File: src/rtl/shot_turn_if.sv
// Bundle of keyboard, ball-status and score/turn signals between the turn
// sequencer and its neighbours (keyboard decoder, ball movers, score display).
interface shot_turn_if #(
    parameter int NUM_BALLS = 4
) ();
    logic                 startOfFrame;
    logic                 keyUp;
    logic                 keyDown;
    logic                 keyLeft;
    logic                 keyRight;
    logic                 keyEnter;
    logic [NUM_BALLS-1:0] ballMoving;
    logic [NUM_BALLS-1:0] ballPocketed;
    logic                 chargeUp;
    logic                 chargeDown;
    logic                 chargeLeft;
    logic                 chargeRight;
    logic                 releaseBall;
    logic                 whiteRespawn;
    logic                 currentPlayer;
    logic                 foul;
    logic [3:0]           scoreP0;
    logic [3:0]           scoreP1;
    logic                 gameOver;
    logic [2:0]           stateOut;

    modport master (
        output startOfFrame, keyUp, keyDown, keyLeft, keyRight, keyEnter,
        output ballMoving, ballPocketed,
        input  chargeUp, chargeDown, chargeLeft, chargeRight, releaseBall,
        input  whiteRespawn, currentPlayer, foul, scoreP0, scoreP1, gameOver, stateOut
    );

    modport slave (
        input  startOfFrame, keyUp, keyDown, keyLeft, keyRight, keyEnter,
        input  ballMoving, ballPocketed,
        output chargeUp, chargeDown, chargeLeft, chargeRight, releaseBall,
        output whiteRespawn, currentPlayer, foul, scoreP0, scoreP1, gameOver, stateOut
    );
endinterface

File: src/rtl/shot_turn_controller.sv
// Billiard turn sequencer: gates aim/charge key pulses, releases the shot, waits
// for the table to settle, then resolves pockets, fouls, scores and player change.
module shot_turn_controller #(
    parameter int NUM_BALLS          = 4,
    parameter int SETTLE_FRAMES      = 8,
    parameter int AIM_TIMEOUT_FRAMES = 600
) (
    input logic         clk,
    input logic         resetN,
    shot_turn_if.slave  bus
);
    localparam logic [2:0] S_AIM       = 3'd0;
    localparam logic [2:0] S_SHOOT     = 3'd1;
    localparam logic [2:0] S_ROLL      = 3'd2;
    localparam logic [2:0] S_SETTLE    = 3'd3;
    localparam logic [2:0] S_TURN_END  = 3'd4;
    localparam logic [2:0] S_GAME_OVER = 3'd5;

    localparam int OBJ_N = NUM_BALLS - 1;
    localparam int AIM_W = $clog2(AIM_TIMEOUT_FRAMES + 1);
    localparam int SET_W = $clog2(SETTLE_FRAMES + 1);
    localparam logic [AIM_W-1:0] AIM_LIMIT = AIM_W'(AIM_TIMEOUT_FRAMES);
    localparam logic [SET_W-1:0] SET_LIMIT = SET_W'(SETTLE_FRAMES);

    function automatic logic [4:0] popcnt16(input logic [15:0] v);
        logic [4:0] c;
        c = 5'd0;
        for (int i = 0; i < 16; i++) begin
            c = c + {4'd0, v[i]};
        end
        return c;
    endfunction

    function automatic logic [3:0] sat_add4(input logic [3:0] a, input logic [4:0] b);
        logic [5:0] s;
        s = {2'b00, a} + {1'b0, b};
        if (s > 6'd15) begin
            return 4'd15;
        end else begin
            return s[3:0];
        end
    endfunction

    logic [2:0]       state_r,       state_nxt_s;
    logic [3:0]       charge_cnt_r,  charge_cnt_nxt_s;
    logic [AIM_W-1:0] aim_frames_r,  aim_frames_nxt_s;
    logic [SET_W-1:0] settle_cnt_r,  settle_cnt_nxt_s;
    logic             pot_obj_r,     pot_obj_nxt_s;
    logic             pot_white_r,   pot_white_nxt_s;
    logic             timeout_r,     timeout_nxt_s;
    logic [OBJ_N-1:0] potted_mask_r, potted_mask_nxt_s;
    logic [3:0]       charge_r,      charge_nxt_s;
    logic             release_r,     release_nxt_s;
    logic             respawn_r,     respawn_nxt_s;
    logic             player_r,      player_nxt_s;
    logic             foul_r,        foul_nxt_s;
    logic [3:0]       score0_r,      score0_nxt_s;
    logic [3:0]       score1_r,      score1_nxt_s;
    logic             game_over_r,   game_over_nxt_s;

    logic [3:0]       keys_s;
    logic [3:0]       fwd_s;
    logic             still_s;
    logic             track_s;
    logic [OBJ_N-1:0] obj_hit_s;
    logic [OBJ_N-1:0] obj_new_s;

    // Order is {up, down, left, right} throughout.
    assign keys_s    = {bus.keyUp, bus.keyDown, bus.keyLeft, bus.keyRight};
    assign still_s   = (bus.ballMoving == {NUM_BALLS{1'b0}});
    assign obj_hit_s = bus.ballPocketed[NUM_BALLS-1:1];
    assign obj_new_s = obj_hit_s & ~potted_mask_r;
    assign track_s   = (state_r == S_SHOOT) || (state_r == S_ROLL) || (state_r == S_SETTLE);

    // Next-state and next-output decode for the turn sequencer.
    always_comb begin
        state_nxt_s       = state_r;
        charge_cnt_nxt_s  = charge_cnt_r;
        aim_frames_nxt_s  = aim_frames_r;
        settle_cnt_nxt_s  = settle_cnt_r;
        pot_obj_nxt_s     = pot_obj_r;
        pot_white_nxt_s   = pot_white_r;
        timeout_nxt_s     = timeout_r;
        potted_mask_nxt_s = potted_mask_r;
        charge_nxt_s      = 4'b0000;
        release_nxt_s     = 1'b0;
        respawn_nxt_s     = 1'b0;
        player_nxt_s      = player_r;
        foul_nxt_s        = foul_r;
        score0_nxt_s      = score0_r;
        score1_nxt_s      = score1_r;
        game_over_nxt_s   = game_over_r;
        fwd_s             = 4'b0000;

        case (state_r)
            S_AIM: begin
                if (still_s) begin
                    fwd_s = keys_s;
                end else begin
                    fwd_s = 4'b0000;
                end
                charge_nxt_s     = fwd_s;
                charge_cnt_nxt_s = sat_add4(charge_cnt_r, popcnt16(16'(fwd_s)));
                // Enter is judged on the charge held before this cycle's keys.
                if (bus.keyEnter && (charge_cnt_r != 4'd0)) begin
                    state_nxt_s   = S_SHOOT;
                    release_nxt_s = 1'b1;
                end else if (bus.startOfFrame) begin
                    aim_frames_nxt_s = aim_frames_r + AIM_W'(1);
                    if ((aim_frames_r + AIM_W'(1)) == AIM_LIMIT) begin
                        timeout_nxt_s = 1'b1;
                        state_nxt_s   = S_TURN_END;
                    end else begin
                        state_nxt_s   = S_AIM;
                    end
                end else begin
                    state_nxt_s = S_AIM;
                end
            end
            S_SHOOT: begin
                charge_cnt_nxt_s = 4'd0;
                aim_frames_nxt_s = {AIM_W{1'b0}};
                foul_nxt_s       = 1'b0;
                pot_obj_nxt_s    = 1'b0;
                pot_white_nxt_s  = 1'b0;
                timeout_nxt_s    = 1'b0;
                state_nxt_s      = S_ROLL;
            end
            S_ROLL: begin
                if (bus.startOfFrame && still_s) begin
                    state_nxt_s      = S_SETTLE;
                    settle_cnt_nxt_s = SET_W'(1);
                end else begin
                    state_nxt_s      = S_ROLL;
                end
            end
            S_SETTLE: begin
                if (!bus.startOfFrame) begin
                    state_nxt_s = S_SETTLE;
                end else if (!still_s) begin
                    state_nxt_s      = S_ROLL;
                    settle_cnt_nxt_s = {SET_W{1'b0}};
                end else if ((settle_cnt_r + SET_W'(1)) == SET_LIMIT) begin
                    state_nxt_s      = S_TURN_END;
                    settle_cnt_nxt_s = {SET_W{1'b0}};
                end else begin
                    settle_cnt_nxt_s = settle_cnt_r + SET_W'(1);
                end
            end
            S_TURN_END: begin
                foul_nxt_s = pot_white_r | timeout_r;
                if (!pot_obj_r || foul_nxt_s) begin
                    player_nxt_s = ~player_r;
                end else begin
                    player_nxt_s = player_r;
                end
                if (potted_mask_r == {OBJ_N{1'b1}}) begin
                    state_nxt_s     = S_GAME_OVER;
                    game_over_nxt_s = 1'b1;
                end else begin
                    state_nxt_s      = S_AIM;
                    aim_frames_nxt_s = {AIM_W{1'b0}};
                end
            end
            S_GAME_OVER: begin
                state_nxt_s = S_GAME_OVER;
            end
            default: begin
                state_nxt_s = S_AIM;
            end
        endcase

        // Pocket pulses override the SHOOT clear so a pot in that cycle is kept.
        if (track_s) begin
            pot_white_nxt_s   = pot_white_nxt_s | bus.ballPocketed[0];
            pot_obj_nxt_s     = pot_obj_nxt_s | (|obj_hit_s);
            potted_mask_nxt_s = potted_mask_r | obj_hit_s;
            if (player_r) begin
                score1_nxt_s = sat_add4(score1_r, popcnt16(16'(obj_new_s)));
            end else begin
                score0_nxt_s = sat_add4(score0_r, popcnt16(16'(obj_new_s)));
            end
        end else begin
            potted_mask_nxt_s = potted_mask_r;
        end

        respawn_nxt_s = (state_nxt_s == S_TURN_END) && pot_white_nxt_s;
    end

    // State and output registers with synchronous active-low reset.
    always_ff @(posedge clk) begin
        if (!resetN) begin
            state_r       <= S_AIM;
            charge_cnt_r  <= 4'd0;
            aim_frames_r  <= {AIM_W{1'b0}};
            settle_cnt_r  <= {SET_W{1'b0}};
            pot_obj_r     <= 1'b0;
            pot_white_r   <= 1'b0;
            timeout_r     <= 1'b0;
            potted_mask_r <= {OBJ_N{1'b0}};
            charge_r      <= 4'b0000;
            release_r     <= 1'b0;
            respawn_r     <= 1'b0;
            player_r      <= 1'b0;
            foul_r        <= 1'b0;
            score0_r      <= 4'd0;
            score1_r      <= 4'd0;
            game_over_r   <= 1'b0;
        end else begin
            state_r       <= state_nxt_s;
            charge_cnt_r  <= charge_cnt_nxt_s;
            aim_frames_r  <= aim_frames_nxt_s;
            settle_cnt_r  <= settle_cnt_nxt_s;
            pot_obj_r     <= pot_obj_nxt_s;
            pot_white_r   <= pot_white_nxt_s;
            timeout_r     <= timeout_nxt_s;
            potted_mask_r <= potted_mask_nxt_s;
            charge_r      <= charge_nxt_s;
            release_r     <= release_nxt_s;
            respawn_r     <= respawn_nxt_s;
            player_r      <= player_nxt_s;
            foul_r        <= foul_nxt_s;
            score0_r      <= score0_nxt_s;
            score1_r      <= score1_nxt_s;
            game_over_r   <= game_over_nxt_s;
        end
    end

    assign bus.chargeUp      = charge_r[3];
    assign bus.chargeDown    = charge_r[2];
    assign bus.chargeLeft    = charge_r[1];
    assign bus.chargeRight   = charge_r[0];
    assign bus.releaseBall   = release_r;
    assign bus.whiteRespawn  = respawn_r;
    assign bus.currentPlayer = player_r;
    assign bus.foul          = foul_r;
    assign bus.scoreP0       = score0_r;
    assign bus.scoreP1       = score1_r;
    assign bus.gameOver      = game_over_r;
    assign bus.stateOut      = state_r;

endmodule

File: src/flat_wrapper.sv
// flat-port wrapper written by rule: the top's interface ports become plain ports
module shot_turn_controller_flat 
#(
    parameter int NUM_BALLS          = 4,
    parameter int SETTLE_FRAMES      = 8,
    parameter int AIM_TIMEOUT_FRAMES = 600
)
  (clk, resetN, bus_startOfFrame, bus_keyUp, bus_keyDown, bus_keyLeft, bus_keyRight, bus_keyEnter, bus_ballMoving, bus_ballPocketed, bus_chargeUp, bus_chargeDown, bus_chargeLeft, bus_chargeRight, bus_releaseBall, bus_whiteRespawn, bus_currentPlayer, bus_foul, bus_scoreP0, bus_scoreP1, bus_gameOver, bus_stateOut);
  shot_turn_if #(.NUM_BALLS(NUM_BALLS)) bus_i ();
  input logic clk;
  input logic resetN;
  input wire logic [$bits(bus_i.startOfFrame)-1:0] bus_startOfFrame;
  input wire logic [$bits(bus_i.keyUp)-1:0] bus_keyUp;
  input wire logic [$bits(bus_i.keyDown)-1:0] bus_keyDown;
  input wire logic [$bits(bus_i.keyLeft)-1:0] bus_keyLeft;
  input wire logic [$bits(bus_i.keyRight)-1:0] bus_keyRight;
  input wire logic [$bits(bus_i.keyEnter)-1:0] bus_keyEnter;
  input wire logic [$bits(bus_i.ballMoving)-1:0] bus_ballMoving;
  input wire logic [$bits(bus_i.ballPocketed)-1:0] bus_ballPocketed;
  output wire logic [$bits(bus_i.chargeUp)-1:0] bus_chargeUp;
  output wire logic [$bits(bus_i.chargeDown)-1:0] bus_chargeDown;
  output wire logic [$bits(bus_i.chargeLeft)-1:0] bus_chargeLeft;
  output wire logic [$bits(bus_i.chargeRight)-1:0] bus_chargeRight;
  output wire logic [$bits(bus_i.releaseBall)-1:0] bus_releaseBall;
  output wire logic [$bits(bus_i.whiteRespawn)-1:0] bus_whiteRespawn;
  output wire logic [$bits(bus_i.currentPlayer)-1:0] bus_currentPlayer;
  output wire logic [$bits(bus_i.foul)-1:0] bus_foul;
  output wire logic [$bits(bus_i.scoreP0)-1:0] bus_scoreP0;
  output wire logic [$bits(bus_i.scoreP1)-1:0] bus_scoreP1;
  output wire logic [$bits(bus_i.gameOver)-1:0] bus_gameOver;
  output wire logic [$bits(bus_i.stateOut)-1:0] bus_stateOut;
  assign bus_i.startOfFrame = bus_startOfFrame;
  assign bus_i.keyUp = bus_keyUp;
  assign bus_i.keyDown = bus_keyDown;
  assign bus_i.keyLeft = bus_keyLeft;
  assign bus_i.keyRight = bus_keyRight;
  assign bus_i.keyEnter = bus_keyEnter;
  assign bus_i.ballMoving = bus_ballMoving;
  assign bus_i.ballPocketed = bus_ballPocketed;
  assign bus_chargeUp = bus_i.chargeUp;
  assign bus_chargeDown = bus_i.chargeDown;
  assign bus_chargeLeft = bus_i.chargeLeft;
  assign bus_chargeRight = bus_i.chargeRight;
  assign bus_releaseBall = bus_i.releaseBall;
  assign bus_whiteRespawn = bus_i.whiteRespawn;
  assign bus_currentPlayer = bus_i.currentPlayer;
  assign bus_foul = bus_i.foul;
  assign bus_scoreP0 = bus_i.scoreP0;
  assign bus_scoreP1 = bus_i.scoreP1;
  assign bus_gameOver = bus_i.gameOver;
  assign bus_stateOut = bus_i.stateOut;
  shot_turn_controller #(.NUM_BALLS(NUM_BALLS), .SETTLE_FRAMES(SETTLE_FRAMES), .AIM_TIMEOUT_FRAMES(AIM_TIMEOUT_FRAMES)) u_core (.clk(clk), .resetN(resetN), .bus(bus_i));
endmodule
File: config.mk
export PLATFORM = sky130hd
export DESIGN_NAME = shot_turn_controller_flat
export DESIGN_NICKNAME = d
export VERILOG_FILES = /design/src/rtl/shot_turn_if.sv /design/src/rtl/shot_turn_controller.sv /design/src/flat_wrapper.sv
export SDC_FILE = /design/constraint.sdc
export NUM_CORES = 1
export LEC_CHECK = 0
export ABC_AREA = 1
export CORE_UTILIZATION = 65
export DETAILED_ROUTE_END_ITERATION = 16
export DONT_BUFFER_PORTS = 1
export GPL_TIMING_DRIVEN = 1
export PLACE_DENSITY = 0.92
export SYNTH_ARGS = -nofsm -noshare
export SYNTH_HDL_FRONTEND = slang
export SYNTH_SLANG_ARGS = --single-unit
File: constraint.sdc
create_clock -name clk -period 6.1 [get_ports clk]
set_input_delay 1.22 -clock clk [delete_from_list [all_inputs] [get_ports clk]]
set_output_delay 1.22 -clock clk [all_outputs]
set_load 0.1 [all_outputs]
==> results.md, run 1 <==
- The latest clock arrival within the worst-skew pair is 300 ps.
- The maximum clock insertion buffer count is 2.
- The worst endpoint required time is 6270 ps.
- Yosys printed 0 warnings.
- Across the run, the number of max-cap violations was 0.
- Adding up every negative setup slack in the final design gives 0 ps.
- The cell count of the worst reg-to-reg path is 8.
- CTS saw 44 sinks.
- The initial antenna violation count was 0.
- In this run the standard cell core region covers 3660 µm².
- The total of hold buffers inserted after clock tree synthesis is 0.
- After the flow finishes, the layout carries non-filler instances totaling between 300 and 400.
- The proportion of layout cells with a drive suffix above 1 is around 11%.
- Before CTS, the worst setup slack after placement is 2080 ps.
- The synthesized design contains 44 register bits.
- In this run the critical register-to-register path is launched from u_core.bus.stateOut[0].
- The number of global-route vias before repair came to ~2,100.
- Using the TritonRoute via totals, the vias-per-cell ratio works out to ~5.5.
- The area growth from synthesis to layout is 5.12%.
- The post-synthesis adder-cell area fraction is 12.7%.
- dfxtp_1 takes more of the synthesized area than any other cell.
- In this run the tightest slew margin relative to its limit is 25.2%.
- The timing startpoint of the critical path is bus_ballMoving[1].
- The most critical setup path has its endpoint at u_core.charge_cnt_r[2].
- At the end of the flow, the number of nets in the layout was 365.
- Summed over all layers, the global routing overflow is 0.
- Of all flip-flops after synthesis, the portion carrying an async set or reset was 0%.
- The worst setup path is launched from an input pin.
- Dividing the final minimum period by the clock period gives 60.7%.
- In this run, distinct cell masters in the synthesized netlist total 35.
- The path category of the worst min-delay check is flop to flop.
- The DRC violation count after routing is 0.
- The die is 63.6 µm wide.
- The flow ran to the end, and the final reports show no timing, DRC or antenna violations.
- Clock skew on the completed layout was measured at around 11 ps.
- The CTS tree is built.
- IR analysis of the VDD net gives a maximum drop of 0.000149 V.
- At the pin with the least slew margin, the transition time is 1120 ps.
- The main combinational cell family by area after synthesis is simple AND/OR/NAND/NOR gates.
- Once placement completed, the tool counted placed cells totaling 368.
- The cell count after synthesis is 324.
- After detailed routing, the average wire length per cell comes to 13.3 µm.
- Row generation in the floorplan step produced 22 rows.
- The I/O pin total is 36.
- The synthesized netlist devotes 3.19% of its cell area to XOR and XNOR gates.
- The arrival time at the worst endpoint is 3870 ps.
- The clock period could shrink to 3700 ps.
- The die is approximately 64 µm tall.
- After layout, the worst setup slack is 2400 ps.
- The max-slew violation count is 0.
- The first-pass GRT wire length is 8710 µm.
- After synthesis the cells add up to 2470 µm².
- When the netlist entered floorplanning its net count stood at approximately 360.
- Across every metal layer, demand over resource in global routing totals 27.5%.
- Summed over all cells, the static leakage comes to 1.17 nW.
- The proportion of netlist area held by the largest area contributor is 35.7%.
- The synthesized-area fraction occupied by ao, oa, aoi and oai cells is 15.3%.
- The average size of a mapped cell is 7.62 µm².
- The detailed router finished its first iteration with 120 violations.
- Leaving out fill and tap cells, the most frequent cell in the layout is nand2_1.
- The CTS root buffer is clkbuf_8.
- The post-cts sizing count is 0.
- The placer's final routability congestion estimate is 0.847.
- The post-detailed-route count of antenna-violating nets is 0.
- 0 antenna diodes ended up in the layout.
- For flop-to-flop paths, the worst setup slack is 3670 ps.
- The detailed placer's ending HPWL is between 3000 and 4000 µm.
- Yosys mapped a number of flops with a built-in enable equal to 0.
- The class of the most critical setup path is input pin to flop.
- The capturing element type of the critical path is a flop.
- The starting utilization of the core area is 67.5%.
- The most instantiated flip-flop cell in the synthesis netlist is dfxtp_1.
- The power density over the cells is ~210 nW/µm².
- The count of H-tree levels built during CTS is 2.
- In this run the worst path has a maximum fanout of 12.
- The number of CTS-inserted buffers is 5.
- The synthesized-area fraction occupied by and/or/nand/nor cells is between 20% and 30%.
- Setup violations remaining at the end of the flow were counted as 0.
- Of the post-synthesis cell area, the part taken by muxes is 0%.
- The clock transition at the registers of the reported paths is 80 ps.
- The register area share after synthesis is between 30% and 40%.
- The top cell types in the final layout, fill and taps aside, are nand2_1, dfxtp_1, nor2_1, a21oi_1, inv_1.
- The area of the die is 4050 µm².
- The final count of hold timing violations was 0.
- Setup repair after global routing left no endpoint under its margin.
- The routed layout has 2,075 vias.
- The largest net degree at the start of global routing is 21.
- For this run, the detailed router's first-pass iteration total came to 4.
- The post-CTS setup-driven buffer insertion count is 0.
- The detailed-route wire length is 4980 µm.
- Derived from the worst setup path, the maximum achievable clock frequency is 270 MHz.
- The final design utilization is roughly 71%.
- The capturing point of the worst reg2reg path is u_core.aim_frames_r[3].
- By area the synthesized netlist is led by dfxtp_1, ha_1, nand2_1, a21oi_1, nor2_1.
- The count of buffers added on input and output ports is 0.
-- metal layers --
metal  vias up  wire length, µm  track usage (%)
li1       1073                -                -
met1       947             2220             31.6
met2        49             2450             48.8
met3         6              234             5.98
met4         0               71             11.1
met5         -                0                0
-- worst min path at each step --
| stage | cells past startpoint | from | slack [ps] | endpoint |
|---|---|---|---|---|
| final | 2 | u_core.timeout_r | 470 | u_core.timeout_r |
| after global placement | 2 | u_core.timeout_r | 450 | u_core.timeout_r |
| after detailed placement | 2 | u_core.timeout_r | 450 | u_core.timeout_r |
| after global routing | 2 | u_core.timeout_r | 500 | u_core.timeout_r |
| after CTS | 2 | u_core.timeout_r | 470 | u_core.timeout_r |
| after floorplan | 2 | u_core.timeout_r | 440 | u_core.timeout_r |
-- metrics by stage --
step | power, mW | hold WS, ps | instance area (µm²)
global placement | 0.377 | 454 | 2520
global route | 0.572 | 497 | 2600
floorplan | 0.369 | 439 | 2470
finish | 0.548 | 466 | 2600
detailed placement | 0.380 | 453 | 2520
CTS | 0.551 | 470 | 2600
-- area by class of cell --
| type | count | area, µm² |
|---|---|---|
| multi-input combinational | 236 | 1420 |
| fill | 277 | 1060 |
| sequential | 44 | 881 |
| inverter | 38 | 144 |
| clock buffer | 6 | 72.6 |
| tap | 48 | 60.1 |
| timing repair buffer | 2 | 15.0 |
| clock inverter | 1 | 5.00 |
-- Yosys cell counts, types with 7 or more instances --
master	n
xor2_1	8
nand3_1	23
dfxtp_1	44
o21ai_1	7
nor3_1	7
o21ai_0	14
nor2_1	35
ha_1	17
inv_2	10
a21oi_1	35
inv_1	27
nand2_1	52
-- worst max-delay path: stages --
cell     delay, ps
nor2_1          80
nand3_1        320
nor2_1         240
ha_1           270
fa_1           420
ha_1           330
fa_1           450
or2_2          300
a21oi_1        160
o32ai_1         90
-- logic make-up (layout without fill, tap and decap cells) --
logic type               Yosys count  after routing
buffers and inverters             44             47
AND/OR/NAND/NOR                  137            137
XOR/XNOR                           9              9
AO/OA/AOI/OAI                     68             68
adder cells (fa/ha/maj)           22             22
flip-flops                        44             44
-- sequential cells by signal, indices dropped and copies added (netlist names) --
register,cells
u_core.charge_cnt_r,4
u_core.aim_frames_r,10
u_core.bus.whiteRespawn,1
u_core.potted_mask_r,3
u_core.bus.scoreP1,4
u_core.pot_obj_r,1
u_core.bus.stateOut,3
u_core.bus.scoreP0,4
u_core.timeout_r,1
u_core.bus.gameOver,1
u_core.bus.foul,1
u_core.settle_cnt_r,4
u_core.pot_white_r,1
u_core.charge_r,4
u_core.bus.currentPlayer,1
u_core.bus.releaseBall,1
-- report_power, final --
group / internal [mW] / total [mW] / switching (mW)
sequential: 0.295 / 0.313 / 0.0181
clock: 0.0779 / 0.174 / 0.0962
combinational: 0.0203 / 0.0608 / 0.0405
No activity file was read; power rests on OpenSTA's default activity.
==> run 2: changes to the inputs <==
--- a/config.mk
+++ b/config.mk
@@ -6,11 +6,11 @@
 export NUM_CORES = 1
 export LEC_CHECK = 0
 export ABC_AREA = 1
-export CORE_UTILIZATION = 65
+export CORE_UTILIZATION = 57
 export DETAILED_ROUTE_END_ITERATION = 16
 export DONT_BUFFER_PORTS = 1
 export GPL_TIMING_DRIVEN = 1
-export PLACE_DENSITY = 0.92
+export PLACE_DENSITY = 0.86
 export SYNTH_ARGS = -nofsm -noshare
 export SYNTH_HDL_FRONTEND = slang
 export SYNTH_SLANG_ARGS = --single-unit
==> constraint.sdc (replaced) <==
create_clock -name clk -period 3.2 [get_ports clk]
set_input_delay 0.64 -clock clk [delete_from_list [all_inputs] [get_ports clk]]
set_output_delay 0.64 -clock clk [all_outputs]
set_load 0.1 [all_outputs]
==> run 2 against run 1 <==
Worst setup slack got worse by 2100 ps; cell count increased by 3.2%; register-to-register slack worse by 2800 ps; critical path depth unchanged; non-clock buffer count rose by 9; sequential cell count is the same; design area up 3.3%; die area up 14%; worst hold slack improved by 3.9 ps; clock-buffer cell count did not move; total power up 96%; clock power increased by 110%; largest power group unchanged.
==> results.md, run 2 (synthesis gave the netlist of run 1 again) <==
- The first routing iteration left 159 violations.
- Counting buffers and inverters, the worst setup path is 10 cells deep.
- The total leakage power is 1.23 nW.
- In the final design database the tool counted 374 nets.
- The floorplan step set the die width to 67.8 µm.
- The floorplan has 23 rows.
- The filler cells instantiated in the layout total approximately 350.
- The path category of the worst min-delay check is flop to flop.
- The worst-case headroom to the max-slew limit is a little under a third.
- After detailed routing, the number of remaining DRC violations is 0.
- The first global-routing pass estimated 8520 µm of wire.
- After detailed routing, the average wire length per cell comes to 12.8 µm.
- The post-route netlist has 14.2% of its cells at a drive strength greater than 1.
- The count of maximum capacitance violations is 0.
- Relative to the synthesized area, the layout overhead comes to 8.56%.
- The detailed placer's ending HPWL is 3760 µm.
- The flow ran to the end, and the final reports show no timing, DRC or antenna violations.
- The y dimension of the die is 67.8 µm.
- The global routing usage summed across all routing layers is 24.8%.
- The footprint of the flip-flops and latches is approximately 880 µm².
- The placer's final routability congestion estimate is 0.853.
- In this run the power density over the cells is roughly 400 nW/µm².
- The kind of cell with the highest combined delay along the critical path is adder cells.
- Data on the critical path is required at its endpoint by 3370 ps.
- The detailed-route wire length is between 4000 and 5000 µm.
- The detailed-router iteration count before antenna repair is 4.
- The total of hold buffers inserted after clock tree synthesis is 0.
- The post-CTS setup-driven buffer insertion count is 0.
- Between clock sinks in the finished design, the worst skew comes to 8.22 ps.
- CTS saw 44 sinks.
- The number of global-route vias before repair was 2,074.
- The area of the die is roughly 4600 µm².
- 36 I/O pins were placed.
- The cell sitting at the root of the clock tree is a clkbuf_8.
- The clock passes through at most 2 buffers.
- The cell depth of the worst hold path is 2.
- CTS built an H-tree with a depth of 2.
- The worst stage delay on the critical path is 440 ps.
- In this run, post-CTS repair resized a total of 0 instances.
- Setup slack on the worst reg-to-reg path comes out at approximately 860 ps.
- The routed design could run at a clock period as short as 2920 ps.
- The initial antenna violation count is 0.
- The number of inserted diodes is 0.
- The worst setup path is captured at a flop.
- The top cell types in the final layout, fill and taps aside, are nand2_1, dfxtp_1, nor2_1, a21oi_1, inv_1.
- Static timing analysis puts the maximum clock frequency at between 300 and 400 MHz.
- In the final layout, the multi-input gates occupy 1420 µm².
- Setup repair after global routing left no endpoint under its margin.
- The detailed router placed roughly 2,100 vias in this run.
- At the worst endpoint, the arrival time is between 3000 and 4000 ps.
- The sum of overflow across all layers after global routing is 0.
- The average via count per standard cell is 5.41.
- In this run the standard cell core region covers 4090 µm².
- Traced cell by cell, the critical path runs through nor2_1 -> nand3_1 -> nor2_1 -> ha_1 -> fa_1 -> ha_1 -> fa_1 -> or2_2 -> a21oi_1 -> o32ai_1.
- STA classifies the critical path startpoint as an input pin.
- The number of buffers and inverters on the critical path is 0.
- The final count of hold timing violations is 0.
- The cell count of the worst reg-to-reg path is 8.
- The count of nets left with antenna violations once routing finished came out at 0.
- The max-slew violation count came to 0.
- Once the floorplan was initialized, standard cells occupied 60.4% of the core.
- The CTS tree is built.
- The largest net degree at the start of global routing is 21.
- The latest clock arrival within the worst-skew pair is ~300 ps.
- Clock-pin slew was measured on the worst setup and hold paths at 80 ps.
- By startpoint and endpoint, the worst setup path is classified as input pin to flop.
- Setup violations remaining at the end of the flow were counted as 0.
- The count of buffers added on input and output ports is 0.
- The leading cell type in the layout, fill and taps excluded is nand2_1.
- At the pin with the least slew margin, the transition time is 1050 ps.
- The flip-flop count of the largest register, all copies and words added is 10.
- The setup TNS is 0 ps.
- The biggest fanout along the worst timing path is 6.
- TritonCTS created 5 clock buffers.
- The cell with the largest stage delay on the worst path is fa_1.
- The most flop-heavy register is u_core.aim_frames_r.
- The worst-case IR drop observed on VDD is 0.000328 V.
- The final worst-path cycle share is 91.2%.
- The final design utilization is 65.6%.
## run 2: power by group
| part | internal, mW | total, mW | switching, mW |
|---|---|---|---|
| Combinational | 0.0414 | 0.134 | 0.0923 |
| Sequential | 0.563 | 0.581 | 0.0183 |
| Clock | 0.172 | 0.358 | 0.186 |
## run 2: stage by stage
stage	area, µm²	power (mW)	hold slack [ps]	instances	setup WS, ps
after global routing	2680	1.13	460	387	127
after floorplan	2470	0.704	439	324	34.8
after CTS	2680	1.08	452	387	293
after global placement	2590	0.722	455	379	110
final	2680	1.07	470	387	282
after detailed placement	2590	0.727	456	379	-20.1
## run 2: cell type report
type                            count  share of cell area [%]
Clock buffer                        6                    3.08
Clock inverter                      2                   0.373
Inverter                           38                    5.37
Multi-Input combinational cell    236                    52.9
Sequential cell                    44                    32.9
Tap cell                           50                    2.33
Timing Repair Buffer               11                    3.08
## run 2: routing by layer
| metal | global-route usage, % | share of wire (%) | vias to the layer above |
|---|---|---|---|
| met4 | 9.38 | 1.9 | 0 |
| met1 | 30.1 | 46 | 957 |
| met3 | 5.83 | 3.6 | 11 |
| met5 | 0 | 0 | - |
| met2 | 42.3 | 49 | 33 |
| li1 | - | - | 1092 |
## run 2: worst paths after layout
kind	from	endpoint
max	bus_ballMoving[1]	u_core.charge_cnt_r[2]
min	u_core.timeout_r	u_core.timeout_r
max reg2reg	u_core.potted_mask_r[2]	u_core.bus.scoreP1[2]
min reg2reg	u_core.timeout_r	u_core.timeout_r
## run 2: worst reg2reg max path, cell delays in order, from the launching register on
cell     delay (ps)
dfxtp_1         330
nor2_1          220
fa_1            500
ha_1            230
fa_1            410
nand3_1         100
nand2_1         120
o21ai_0         180
a21oi_1         100
